==> src/rtl/exec_cond_eval_pkg.sv <==
// Shared widths, flag bit positions and condition-code encodings for the
// exec-stage flag consumers (branch evaluation, conditional move).
package exec_cond_eval_pkg;

   localparam int W_FLAGS = 4;
   localparam int W_COND  = 4;
   localparam int W_PEND  = 3;

   localparam int F_C = 0;
   localparam int F_Z = 1;
   localparam int F_S = 2;
   localparam int F_V = 3;

   localparam logic [W_PEND-1:0] PEND_MAX = '1;

   localparam logic [W_COND-1:0] COND_EQ = 4'h0;
   localparam logic [W_COND-1:0] COND_NE = 4'h1;
   localparam logic [W_COND-1:0] COND_CS = 4'h2;
   localparam logic [W_COND-1:0] COND_CC = 4'h3;
   localparam logic [W_COND-1:0] COND_MI = 4'h4;
   localparam logic [W_COND-1:0] COND_PL = 4'h5;
   localparam logic [W_COND-1:0] COND_VS = 4'h6;
   localparam logic [W_COND-1:0] COND_VC = 4'h7;
   localparam logic [W_COND-1:0] COND_HI = 4'h8;
   localparam logic [W_COND-1:0] COND_LS = 4'h9;
   localparam logic [W_COND-1:0] COND_GE = 4'hA;
   localparam logic [W_COND-1:0] COND_LT = 4'hB;
   localparam logic [W_COND-1:0] COND_GT = 4'hC;
   localparam logic [W_COND-1:0] COND_LE = 4'hD;
   localparam logic [W_COND-1:0] COND_AL = 4'hE;
   localparam logic [W_COND-1:0] COND_NV = 4'hF;

endpackage

==> src/rtl/exec_cond_eval_cond_decode.sv <==
// Purely combinational condition-code evaluator: cond + {V,S,Z,C} -> taken.
// No state and no handshake; shared by branch resolution and conditional move.
module cond_decode
   import exec_cond_eval_pkg::*;
(
   input  logic [W_COND-1:0]  cond_i,
   input  logic [W_FLAGS-1:0] flags_i,
   output logic               taken_o
);

   logic v, s, z, c;

   assign v = flags_i[F_V];
   assign s = flags_i[F_S];
   assign z = flags_i[F_Z];
   assign c = flags_i[F_C];

   always_comb begin
      taken_o = 1'b0;
      case (cond_i)
         COND_EQ: taken_o = z;
         COND_NE: taken_o = ~z;
         COND_CS: taken_o = c;
         COND_CC: taken_o = ~c;
         COND_MI: taken_o = s;
         COND_PL: taken_o = ~s;
         COND_VS: taken_o = v;
         COND_VC: taken_o = ~v;
         COND_HI: taken_o = c & ~z;
         COND_LS: taken_o = ~c | z;
         COND_GE: taken_o = (s == v);
         COND_LT: taken_o = (s != v);
         COND_GT: taken_o = ~z & (s == v);
         COND_LE: taken_o = z | (s != v);
         COND_AL: taken_o = 1'b1;
         COND_NV: taken_o = 1'b0;
      endcase
   end

endmodule

==> src/rtl/exec_cond_eval.sv <==
// Architectural flags register plus condition evaluation; response 1 cycle after accept.
// Requests stall (req_ready_o=0) while flag writes are in flight, except for the final write, which is bypassed.
module exec_cond_eval
   import exec_cond_eval_pkg::*;
(
   input  logic               clk,
   input  logic               rst_n,
   input  logic               flush_i,
   input  logic               fissue_i,
   input  logic               fwe_i,
   input  logic [W_FLAGS-1:0] flags_i,
   input  logic               req_valid_i,
   output logic               req_ready_o,
   input  logic [W_COND-1:0]  req_cond_i,
   output logic               resp_valid_o,
   output logic               resp_taken_o,
   output logic [W_FLAGS-1:0] flags_o,
   output logic [W_PEND-1:0]  pend_o
);

   logic [W_FLAGS-1:0] flags_q, flags_d;
   logic [W_PEND-1:0]  pend_q, pend_d;
   logic               resp_valid_q, resp_valid_d;
   logic               resp_taken_q, resp_taken_d;

   logic [W_FLAGS-1:0] eval_flags;
   logic               eval_taken;
   logic               accept;

   // The last outstanding write landing this cycle makes flags final, so accept and bypass.
   assign req_ready_o = ~flush_i &
                        ((pend_q == '0) |
                         ((pend_q == W_PEND'(1)) & fwe_i & ~fissue_i));
   assign accept      = req_valid_i & req_ready_o;
   assign eval_flags  = fwe_i ? flags_i : flags_q;

   cond_decode u_cond_decode (
      .cond_i  (req_cond_i),
      .flags_i (eval_flags),
      .taken_o (eval_taken)
   );

   always_comb begin
      flags_d      = fwe_i ? flags_i : flags_q;
      pend_d       = pend_q;
      resp_valid_d = accept;
      resp_taken_d = accept & eval_taken;
      if (flush_i) begin
         pend_d = '0;
      end else if (fissue_i & ~fwe_i) begin
         if (pend_q != PEND_MAX) pend_d = pend_q + W_PEND'(1);
      end else if (fwe_i & ~fissue_i) begin
         if (pend_q != '0) pend_d = pend_q - W_PEND'(1);
      end
   end

   always_ff @(posedge clk or negedge rst_n) begin
      if (!rst_n) begin
         flags_q      <= '0;
         pend_q       <= '0;
         resp_valid_q <= 1'b0;
         resp_taken_q <= 1'b0;
      end else begin
         flags_q      <= flags_d;
         pend_q       <= pend_d;
         resp_valid_q <= resp_valid_d;
         resp_taken_q <= resp_taken_d;
      end
   end

   assign flags_o      = flags_q;
   assign pend_o       = pend_q;
   assign resp_valid_o = resp_valid_q;
   assign resp_taken_o = resp_taken_q;

endmodule

==> config.mk <==
export PLATFORM = sky130hd
export DESIGN_NAME = exec_cond_eval
export DESIGN_NICKNAME = d
export VERILOG_FILES = /design/src/rtl/exec_cond_eval_pkg.sv /design/src/rtl/exec_cond_eval_cond_decode.sv /design/src/rtl/exec_cond_eval.sv
export SDC_FILE = /design/constraint.sdc
export NUM_CORES = 1
export LEC_CHECK = 0
export BUFFER_PORTS_ARGS = -buffer_cell sky130_fd_sc_hd__buf_2
export CAP_MARGIN = 20
export CORE_UTILIZATION = 51
export CTS_BUF_LIST = sky130_fd_sc_hd__clkbuf_8 sky130_fd_sc_hd__clkbuf_16
export DETAILED_ROUTE_END_ITERATION = 10
export PLACE_DENSITY = 0.92
export SYNTH_ARGS = -nofsm -noshare
export SYNTH_HDL_FRONTEND = slang
export SYNTH_HIERARCHICAL = 1
export SYNTH_SLANG_ARGS = --single-unit
==> constraint.sdc <==
create_clock -name clk -period 4.9 [get_ports clk]
set_input_delay 0.735 -clock clk [delete_from_list [all_inputs] [get_ports clk]]
set_output_delay 0.735 -clock clk [all_outputs]
set_load 0.01 [all_outputs]
### After elaboration in Yosys (flattened, before gate mapping)

Index checks and enable logic that the tools add are counted.

| word-level totals | value |
|---|---|
| output and inout port bits | 10 |
| logic and storage cells | 58 |
| flip-flop bits (word level) | 9 |
| bits of input ports | 14 |

| operators by class | value |
|---|---|
| reduce and logical (&&, ||, !) cells | 6 |
| $add $sub $neg | 2 |
| equality and inequality tests | 20 |
| muxes and demuxes | 7 |
| bitwise logic cells | 19 |

Operator list:

| cell | number |
|---|---|
| == test 4 bit (second input constant) | 8 |
| == test 4 x 3 -> 1 bit (second input constant) | 4 |
| one-hot mux 1 bit (16 select lines) | 1 |
| 2-to-1 mux 3 bit | 5 |
| AND 1 bit | 9 |
| nonzero test 3 bit | 3 |
| == test 4 x 2 -> 1 bit (second input constant) | 2 |
| NOT 1 bit | 7 |
| == test 4 x 1 -> 1 bit (second input constant) | 1 |
| logical NOT 4 bit | 1 |
| 2-to-1 mux 4 bit | 1 |
| adder 3 x 1 -> 3 bit (second input constant) | 1 |
| == test 3 x 1 -> 1 bit (second input constant) | 1 |
| logical NOT 3 bit | 1 |
| inequality test 3 x 2 -> 1 bit (second input constant) | 1 |
| inequality test 3 bit (second input constant) | 1 |
| bitwise OR 1 bit | 3 |
| AND reduction 3 bit | 1 |
| subtractor 3 x 1 -> 3 bit (second input constant) | 1 |
| == test 1 bit | 1 |
| inequality test 1 bit | 1 |

### Depth between registers and ports, before layout

Gate-level depths: netlist (run 1).

| logic depth | value |
|---|---|
| word-level depth | 7 |
| mapped depth | 8 |
| depth with buffers taken out | 7 |

### Hierarchy

The synthesis (run 1) kept the hierarchy.

Modules (own cells, without submodules):

| module | instances | cells an instance | sequential area each (um^2) | area each (um^2) |
|---|---|---|---|---|
| exec_cond_eval | 1 | 42 | 225.2 | 514.2 |
| cond_decode | 1 | 23 | 0.0 | 155.1 |

### Worst setup path after synthesis (run 1)

Ideal clock, no wire load.

| path | value |
|---|---|
| kind | input to register |
| start | input fwe_i |
| end | register resp_taken_q, in the netlist resp_taken_o |
| path buffers | 1 |
| arrival | 2.199 ns |
| slack | 2.633 ns |
| required time | 4.832 ns |
| stages on the path | 8 |
| setup time | 0.068 ns |
| cell sequence | buf_6 > mux2_2 > xor2_1 > xor2_1 > a2111oi_1 > a311oi_1 > o22ai_1 > and3_1 |

| on the way | value |
|---|---|
| elaborated cells between the ends (all ways) | 18 |
| those cells by class | eq/ne: 2; mux: 2; bitwise: 14 |

RTL lines:

| item | line | source |
|---|---|---|
| start: declaration | exec_cond_eval.sv:10 | `input logic fwe_i,` |
| 2-to-1 mux 4 bit (*) | n/a |  |
| net eval_flags[2] | exec_cond_eval.sv:26 | `logic [W_FLAGS-1:0] eval_flags;` |
| inequality test 1 bit / == test 1 bit (equally long branches) | n/a |  |
| bitwise OR 1 bit / AND 1 bit (equally long branches) | exec_cond_eval_cond_decode.sv:34, exec_cond_eval_cond_decode.sv:33 |  |
| one-hot mux 1 bit (16 select lines) (*) | exec_cond_eval_cond_decode.sv:20 | `case (cond_i)` |
| net eval_taken | exec_cond_eval.sv:27 | `logic eval_taken;` |
| AND 1 bit (*) | exec_cond_eval.sv:47 | `resp_taken_d = accept & eval_taken;` |
| net resp_taken_d | exec_cond_eval.sv:24 | `logic resp_taken_q, resp_taken_d;` |
| end signal: assignment | exec_cond_eval.sv:67 | `resp_taken_q <= resp_taken_d;` |
| end: declaration | exec_cond_eval.sv:24 |  |

Mark *: on every way through the listed nets, which the timed path passes. The rest lies on a longest branch.
A chain may end at the register's enable or synchronous reset.

### Final worst setup path (run 1)

Same ends and word-level chain as after synthesis.

==> impl_metrics.prom, run 1 <==
# TYPE chip_impl_metric gauge
chip_impl_metric{name="synthDistinctLibCells",unit=""} 30
chip_impl_metric{name="clock_transition_at_path_regs",unit="ps"} 40
chip_impl_metric{name="final_layout_size_suffix_gt1_share",unit="%"} 37.1
chip_impl_metric{name="maxSlewViolCount",unit=""} 0
chip_impl_metric{name="die-height",unit="um"} 38.2
chip_impl_metric{name="register_cell_area_after_layout",unit="um2"} 225
chip_impl_metric{name="start_util",unit="%"} 57.9
chip_impl_metric{name="synthesis.yosys.warnings",unit=""} 6
chip_impl_metric{name="period_needed",unit="ps"} 2290
chip_impl_metric{name="routed_via_density",unit=""} 5.40
chip_impl_metric{name="cts_resized",unit=""} 0
chip_impl_metric{name="drt_iter0_drcs",unit=""} 14
chip_impl_metric{name="clk-insertion-delay-late",unit="ps"} 230
chip_impl_metric{name="clock-sinks",unit=""} 9
chip_impl_metric{name="detailed_route_via_count",unit=""} 556
chip_impl_metric{name="switchingPower",unit="uW"} 95.6
chip_impl_metric{name="top_ports",unit=""} 24
chip_impl_info{name="critPathSlowestCell",value="a2111oi_1"} 1
chip_impl_metric{name="gpl.final_weighted_congestion",unit=""} 0.863
chip_impl_metric{name="synth_sequential_area_ratio",unit="%"} 33.6
chip_impl_metric{name="coreArea",unit="um2"} 1160
chip_impl_metric{name="floorplan.die_area",unit="um2"} 1460
chip_impl_metric{name="core.rowCount",unit=""} 12
chip_impl_info{name="critical_setup_path_kind",value="in -> reg"} 1
chip_impl_metric{name="grt_start_max_net_pins",unit=""} 10
chip_impl_metric{name="final_cell_area",unit="um2"} 825
chip_impl_metric{name="post_synthesis_instance_area",unit="um2"} 669
chip_impl_info{name="critical_path.endpoint_type",value="flop"} 1
chip_impl_metric{name="post-cts-setup-buffers",unit=""} 0
chip_impl_metric{name="final-setup-viol-count",unit=""} 0
chip_impl_metric{name="fin_nets",unit=""} 109
chip_impl_metric{name="critical_path_buf_inv_count",unit=""} 1
chip_impl_metric{name="multi_input_comb_area",unit="um2"} 399
chip_impl_metric{name="h-tree-depth",unit=""} 1
chip_impl_info{name="critical_path.cell_chain",value="buf_2 > mux2_2 > xor2_1 > xor2_1 > a2111oi_1 > a311oi_1 > o22ai_1 > and3_1"} 1
chip_impl_metric{name="final.setup_skew",unit="ps"} 0.846
chip_impl_info{name="status",value="complete, no violations"} 1
chip_impl_metric{name="hpwlAfterDp",unit="um"} 1130
chip_impl_info{name="worst_path_most_repeated_cell",value="xor2_1"} 1
chip_impl_metric{name="slowest_delay",unit="ps"} 410
chip_impl_metric{name="cts.path.max_buffers",unit=""} 2
chip_impl_metric{name="seq_power_share",unit="%"} 34.3
chip_impl_metric{name="grt_antenna_before_repair",unit=""} 0
chip_impl_metric{name="totalWireLength",unit="um"} 1370
chip_impl_metric{name="arrival",unit="ps"} 2460
chip_impl_metric{name="drt-pass1-iter-count",unit=""} 4
chip_impl_info{name="clock_tree.root_cell",value="clkbuf_8"} 1
chip_impl_metric{name="worstMarginPinSlew",unit="ps"} 332
chip_impl_metric{name="maximum_fanout_encountered_on_the_critical_timing_path",unit=""} 8
chip_impl_metric{name="layout.filler_cells",unit=""} 108
chip_impl_metric{name="share_comb_of_total_power",unit="%"} 37.0
chip_impl_metric{name="static_leakage",unit="uW"} 0.000418
chip_impl_metric{name="cap_viol_max_count",unit=""} 0
chip_impl_metric{name="synth.net_count",unit=""} 84
chip_impl_metric{name="grt_pass1_wl",unit="um"} 2220
chip_impl_metric{name="antennaDiodeCount",unit=""} 0
chip_impl_metric{name="clkPwrFrac",unit="%"} 28.7
chip_impl_metric{name="maxSlewHeadroom",unit="%"} 77.8
chip_impl_metric{name="max_clock_freq",unit="MHz"} 437
chip_impl_metric{name="internal_power",unit="uW"} 191
chip_impl_info{name="grt_setup_unrepaired",value="false"} 1
chip_impl_metric{name="ys_seq_elements",unit=""} 9
chip_impl_metric{name="port_buffers",unit=""} 23
chip_impl_info{name="layout.cells.most_common_list",value="buf_2 (23), dfrtp_1 (9), inv_1 (7), ha_1 (5), mux2_2 (4)"} 1
chip_impl_metric{name="power.density_cell_area",unit="nW/um2"} 348
chip_impl_metric{name="final-hold-violation-count",unit=""} 0
chip_impl_info{name="setup.worst_path.start_class",value="input port"} 1
chip_impl_metric{name="tritoncts.num_buffers",unit=""} 3
chip_impl_metric{name="postSynthAreaPerCell",unit="um2"} 10.3
chip_impl_metric{name="die_extent_in_x",unit="um"} 38.2
chip_impl_metric{name="tns",unit="ps"} 0
chip_impl_metric{name="worst-endpoint-required",unit="ps"} 5070
chip_impl_metric{name="syn-instance-count",unit=""} 65
chip_impl_metric{name="routedWlPerCell",unit="um"} 13.3
chip_impl_metric{name="post-route-drc-count",unit=""} 0
chip_impl_metric{name="finalCritPeriodShare",unit="%"} 46.7
chip_impl_metric{name="worst_hold_margin",unit="ps"} 342
chip_impl_metric{name="p_sw_share",unit="%"} 33.3
chip_impl_info{name="mostFrequentLayoutCell",value="buf_2"} 1
chip_impl_metric{name="cts_hold_buffers",unit=""} 0
chip_impl_metric{name="power.ir.vdd_worst",unit="uV"} 249
chip_impl_info{name="min-delay-path-class",value="in -> async"} 1
chip_impl_metric{name="via_count_of_the_first_global_routing_pass",unit=""} 527
chip_impl_metric{name="final_antenna_net_count",unit=""} 0
chip_impl_metric{name="placed_cell_area",unit="um2"} 779
chip_impl_metric{name="gr-total-overflow",unit=""} 0
chip_impl_metric{name="areaGrowthSynthToFinish",unit="%"} 23.2
chip_impl_metric{name="grt_util_all_layers",unit="%"} 22.7
chip_impl_info{name="tritoncts",value="built"} 1
chip_impl_info{name="category_of_cells_accounting_for_the_largest_share_of_critical_path_delay",value="compound AO/OA/AOI/OAI gates"} 1
-- power by group through the flow --
stage               Clock (uW)  Sequential, uW  Combinational (uW)
floorplan                    0             104                67.9
global placement             0            98.5                 102
detailed placement           0            99.6                 106
CTS                       84.9            98.6                 107
global route              89.0             100                 120
finish                    82.3            98.4                 106
-- synth_stat cells --
cell type / count / area share, %
xnor2_1: 2 / 2.6
or3b_4: 1 / 1.7
a211oi_1: 2 / 2.2
ha_1: 5 / 9.3
o31ai_1: 2 / 2.2
nor2_1: 3 / 1.7
nand2b_1: 3 / 2.8
o2111ai_1: 2 / 2.6
and2_1: 1 / 0.94
dfrtp_1: 9 / 34
clkbuf_1: 1 / 0.56
a311oi_1: 1 / 1.3
buf_6: 1 / 1.7
xor2_1: 3 / 3.9
nor2b_1: 3 / 2.8
a2111oi_1: 1 / 1.5
and3_1: 1 / 0.94
o211a_4: 1 / 2.6
a21oi_1: 3 / 2.2
o22a_1: 1 / 1.3
nand3b_1: 1 / 1.1
mux2i_1: 2 / 3.0
o22ai_1: 1 / 0.94
buf_4: 1 / 1.1
nor4b_1: 1 / 1.3
mux2_4: 1 / 2.2
mux2_2: 4 / 6.7
nor3_1: 1 / 0.75
inv_1: 6 / 3.4
o21ai_0: 1 / 0.75
-- cell type report --
type,instances,share of cell area [%]
multi-input combinational,47,48.4
timing repair buffer,23,14.0
clock inverter,1,0.455
clock buffer,3,5.01
sequential,9,27.3
tap,14,2.12
inverter,6,2.73
-- metal layers --
layer  global-route usage [%]  part of all wire [%]  vias up
met1                     26.2                    43      255
met2                     39.0                    50       18
li1                         -                     -      281
met3                     8.72                   5.6        2
met4                     5.36                  0.66        0
met5                        0                     0        -
-- logic make-up after synthesis --
logic type / share of synthesized area, %
compound gates: 17.8
xor+xnor: 6.54
fa+ha+maj: 9.35
buf+inv: 6.73
flops: 33.6
mux: 12.0
simple gates: 14.0
-- sequential cells by signal, indices dropped and copies added (netlist names) --
register / flops
flags_o: 4
resp_taken_o: 1
pend_o: 3
resp_valid_o: 1
-- stage by stage --
| stage | setup slack [ps] | utilization, % | power, uW | instances |
|---|---|---|---|---|
| global route | 2440 | 71.3 | 309 | 103 |
| detailed placement | 2370 | 67.4 | 206 | 99 |
| floorplan | 2630 | - | 172 | 65 |
| CTS | 2600 | 71.3 | 290 | 103 |
| finish | 2610 | 71.3 | 287 | 103 |
| global placement | 2480 | 67.4 | 201 | 99 |
-- final timing paths --
| check | from | to | slack, ps | cells past startpoint |
|---|---|---|---|---|
| max | fwe_i | resp_taken_o | 2610 | 8 |
| min | rst_n | resp_valid_o | 340 | 1 |
| max reg2reg | flags_o[2] | resp_taken_o | 3010 | 7 |
| min reg2reg | flags_o[2] | flags_o[2] | 570 | 1 |
| max in group asynchronous | rst_n | pend_o[1] | 4390 | 1 |
| min in group clk | flags_o[2] | flags_o[2] | 570 | 1 |
No activity file was read; power rests on OpenSTA's default activity.
==> run 2: changes to the inputs <==
Settings changed: CORE_UTILIZATION 51 to 43, PLACE_DENSITY 0.92 to 0.83.
Clock period 4.9 ns to 1.9 ns, I/O delays scaled along.
==> run 2 against run 1 <==
Net effect: global-route usage down 3.8 points; highest routed layer is now met3; critical endpoint unchanged; register-to-register slack worse by 2900 ps; total power rose to 2.8 times the previous value; first-iteration DRC count down 21%; flip-flop and latch count unchanged; cell area up 8.2%.
==> impl_metrics.prom, run 2 (synthesized netlist as in run 1, its figures left out) <==
# TYPE chip_impl_metric gauge
chip_impl_metric{name="totalWireLength",unit="um"} 1550
chip_impl_metric{name="power.ir.vdd_worst",unit="uV"} 511
chip_impl_info{name="critical_path.endpoint_type",value="flop"} 1
chip_impl_metric{name="die_extent_in_x",unit="um"} 41.5
chip_impl_metric{name="routedWlPerCell",unit="um"} 14.1
chip_impl_metric{name="slowest_delay",unit="ps"} 390
chip_impl_metric{name="coreArea",unit="um2"} 1370
chip_impl_metric{name="worst_hold_margin",unit="ps"} 283
chip_impl_metric{name="cap_viol_max_count",unit=""} 0
chip_impl_metric{name="worst-endpoint-required",unit="ps"} 2070
chip_impl_info{name="clock_tree.root_cell",value="clkbuf_8"} 1
chip_impl_metric{name="post-cts-setup-buffers",unit=""} 0
chip_impl_info{name="critical_path.cell_chain",value="mux2_2 > xor2_2 > xor2_1 > a2111oi_2 > a311oi_1 > o22ai_1 > and3_1"} 1
chip_impl_metric{name="reg2reg_slack",unit="ps"} 70
chip_impl_info{name="worstReg2RegStart",value="flags_o[2]"} 1
chip_impl_metric{name="maxSlewHeadroom",unit="%"} 80.0
chip_impl_metric{name="static_leakage",unit="uW"} 0.000448
chip_impl_info{name="setup.worst_path.start_class",value="flop"} 1
chip_impl_metric{name="final-setup-viol-count",unit=""} 0
chip_impl_metric{name="groute.layer.met3.usage",unit="%"} 3.04
chip_impl_metric{name="antennaDiodeCount",unit=""} 0
chip_impl_metric{name="clk-insertion-delay-late",unit="ps"} 230
chip_impl_info{name="min-delay-path-class",value="in -> reg"} 1
chip_impl_metric{name="routed_via_density",unit=""} 5.43
chip_impl_metric{name="maxSlewViolCount",unit=""} 0
chip_impl_metric{name="clock-sinks",unit=""} 9
chip_impl_info{name="timing.hold.worst.start",value="req_valid_i"} 1
chip_impl_metric{name="clock_transition_at_path_regs",unit="ps"} 50
chip_impl_metric{name="gr-total-overflow",unit=""} 0
chip_impl_info{name="tritoncts",value="built"} 1
chip_impl_metric{name="worstMarginPinSlew",unit="ps"} 295
chip_impl_metric{name="drt_iter0_drcs",unit=""} 11
chip_impl_info{name="status",value="complete, no violations"} 1
chip_impl_metric{name="placed_cell_area",unit="um2"} 818
chip_impl_metric{name="final-hold-violation-count",unit=""} 0
chip_impl_info{name="globalRoute.busiestLayer",value="met2"} 1
chip_impl_metric{name="start_util",unit="%"} 49.0
chip_impl_metric{name="grt_util_all_layers",unit="%"} 18.8
chip_impl_metric{name="globalRouteMet2Util",unit="%"} 35.0
chip_impl_metric{name="gpl.final_weighted_congestion",unit=""} 0.786
chip_impl_metric{name="final_cell_area",unit="um2"} 892
chip_impl_metric{name="largest_reg_flops",unit=""} 4
chip_impl_metric{name="core.rowCount",unit=""} 13
chip_impl_metric{name="maximum_fanout_encountered_on_the_critical_timing_path",unit=""} 2
chip_impl_metric{name="grt_pass1_wl",unit="um"} 2570
chip_impl_metric{name="detailed_route_via_count",unit=""} 597
chip_impl_metric{name="top_ports",unit=""} 24
chip_impl_metric{name="power.density_cell_area",unit="nW/um2"} 886
chip_impl_info{name="critical_setup_path_kind",value="reg -> reg"} 1
chip_impl_metric{name="h-tree-depth",unit=""} 1
chip_impl_metric{name="final.setup_skew",unit="ps"} 1.25
chip_impl_metric{name="critical_path_buf_inv_count",unit=""} 0
chip_impl_metric{name="gr-usage-met1",unit="%"} 20.6
chip_impl_info{name="layout.cells.most_common_list",value="buf_2 (23), dfrtp_1 (9), inv_1 (6), ha_1 (5), buf_4 (5)"} 1
chip_impl_metric{name="final_layout_size_suffix_gt1_share",unit="%"} 44.2
chip_impl_metric{name="post-route-drc-count",unit=""} 0
chip_impl_metric{name="arrival",unit="ps"} 2000
chip_impl_metric{name="tritoncts.num_buffers",unit=""} 3
chip_impl_metric{name="max_clock_freq",unit="MHz"} 545
chip_impl_metric{name="grt_antenna_before_repair",unit=""} 0
chip_impl_metric{name="via_count_of_the_first_global_routing_pass",unit=""} 618
chip_impl_metric{name="hpwlAfterDp",unit="um"} 1200
chip_impl_info{name="grt_setup_unrepaired",value="false"} 1
chip_impl_info{name="critPathSlowestCell",value="a2111oi_2"} 1
chip_impl_metric{name="fin_nets",unit=""} 115
chip_impl_metric{name="floorplan.die_area",unit="um2"} 1720
chip_impl_info{name="mostFrequentLayoutCell",value="buf_2"} 1
chip_impl_metric{name="die-height",unit="um"} 41.5
chip_impl_metric{name="finalCritPeriodShare",unit="%"} 96.5
chip_impl_info{name="category_of_cells_accounting_for_the_largest_share_of_critical_path_delay",value="compound AO/OA/AOI/OAI gates"} 1
chip_impl_metric{name="port_buffers",unit=""} 23
chip_impl_metric{name="grt_start_max_net_pins",unit=""} 10
chip_impl_metric{name="areaGrowthSynthToFinish",unit="%"} 33.3
chip_impl_info{name="rr_endpoint",value="resp_taken_o"} 1
chip_impl_info{name="min_delay_worst_endpoint",value="resp_valid_o"} 1
chip_impl_metric{name="period_needed",unit="ps"} 1830
chip_impl_metric{name="final_antenna_net_count",unit=""} 0
chip_impl_metric{name="drt-pass1-iter-count",unit=""} 4
chip_impl_metric{name="cts.path.max_buffers",unit=""} 2
chip_impl_metric{name="number_of_cell_instances_on_the_worst_register_to_register_path",unit=""} 7
chip_impl_metric{name="depth_of_the_worst_hold_timing_path",unit=""} 2
run 2: metrics by stage:
| stage | TNS, ps | instances | total power (uW) | util, % | setup slack [ps] |
|---|---|---|---|---|---|
| final | 0 | 110 | 790 | 65.3 | 65.7 |
| after global routing | 0 | 110 | 846 | 65.3 | 17.8 |
| after CTS | 0 | 110 | 792 | 64.4 | 26.0 |
| after detailed placement | -75.3 | 105 | 555 | 59.9 | -75.3 |
| after global placement | 0 | 105 | 539 | 59.9 | 7.54 |
| after floorplan | 0 | 65 | 443 | - | 82.9 |
run 2: metal layers:
metal  part of all wire, %  vias up  wire, um
met5                     0        -         0
met4                     0        0         0
met3                   3.7        0        57
met2                    54       18       840
met1                    42      288       654
li1                      -      291         -
run 2: worst reg2reg max path: cells and delay by family, from the launching register on:
family                    cells  cell delay [ps]
AOI/OAI and AO/OA             3              590
xor gates and xnor gates      2              340
DFF                           1              370
muxes                         1              300
and+or+nand+nor               1              170
run 2: where the power goes:
part | total [uW] | switching (uW) | internal, uW
clock network | 225 | 81.9 | 143
logic | 315 | 162 | 153
registers | 250 | 26.8 | 223
total | 790 | 271 | 520
run 2: worst max path at each step:
stage,cells after the start,from,end
after global routing,6,pend_o[0],req_ready_o
after floorplan,8,fwe_i,resp_taken_o
after global placement,8,fwe_i,resp_taken_o
after CTS,7,flags_o[3],resp_taken_o
after detailed placement,8,fwe_i,resp_taken_o
final,7,flags_o[2],resp_taken_o
run 2: repair_timing:
item                       CTS  global route
hold endpoints to repair     9             0
setup endpoints to repair    1             1
gates resized for setup      1             2
hold buffers                 1             0
run 2: final cells by class:
class | instances | area [um2]
Clock buffer | 3 | 41.3
Clock inverter | 1 | 5.00
Fill cell | 108 | 474
Inverter | 6 | 22.5
Multi-Input combinational cell | 47 | 417
Sequential cell | 9 | 225
Tap cell | 15 | 18.8
Timing Repair Buffer | 29 | 163
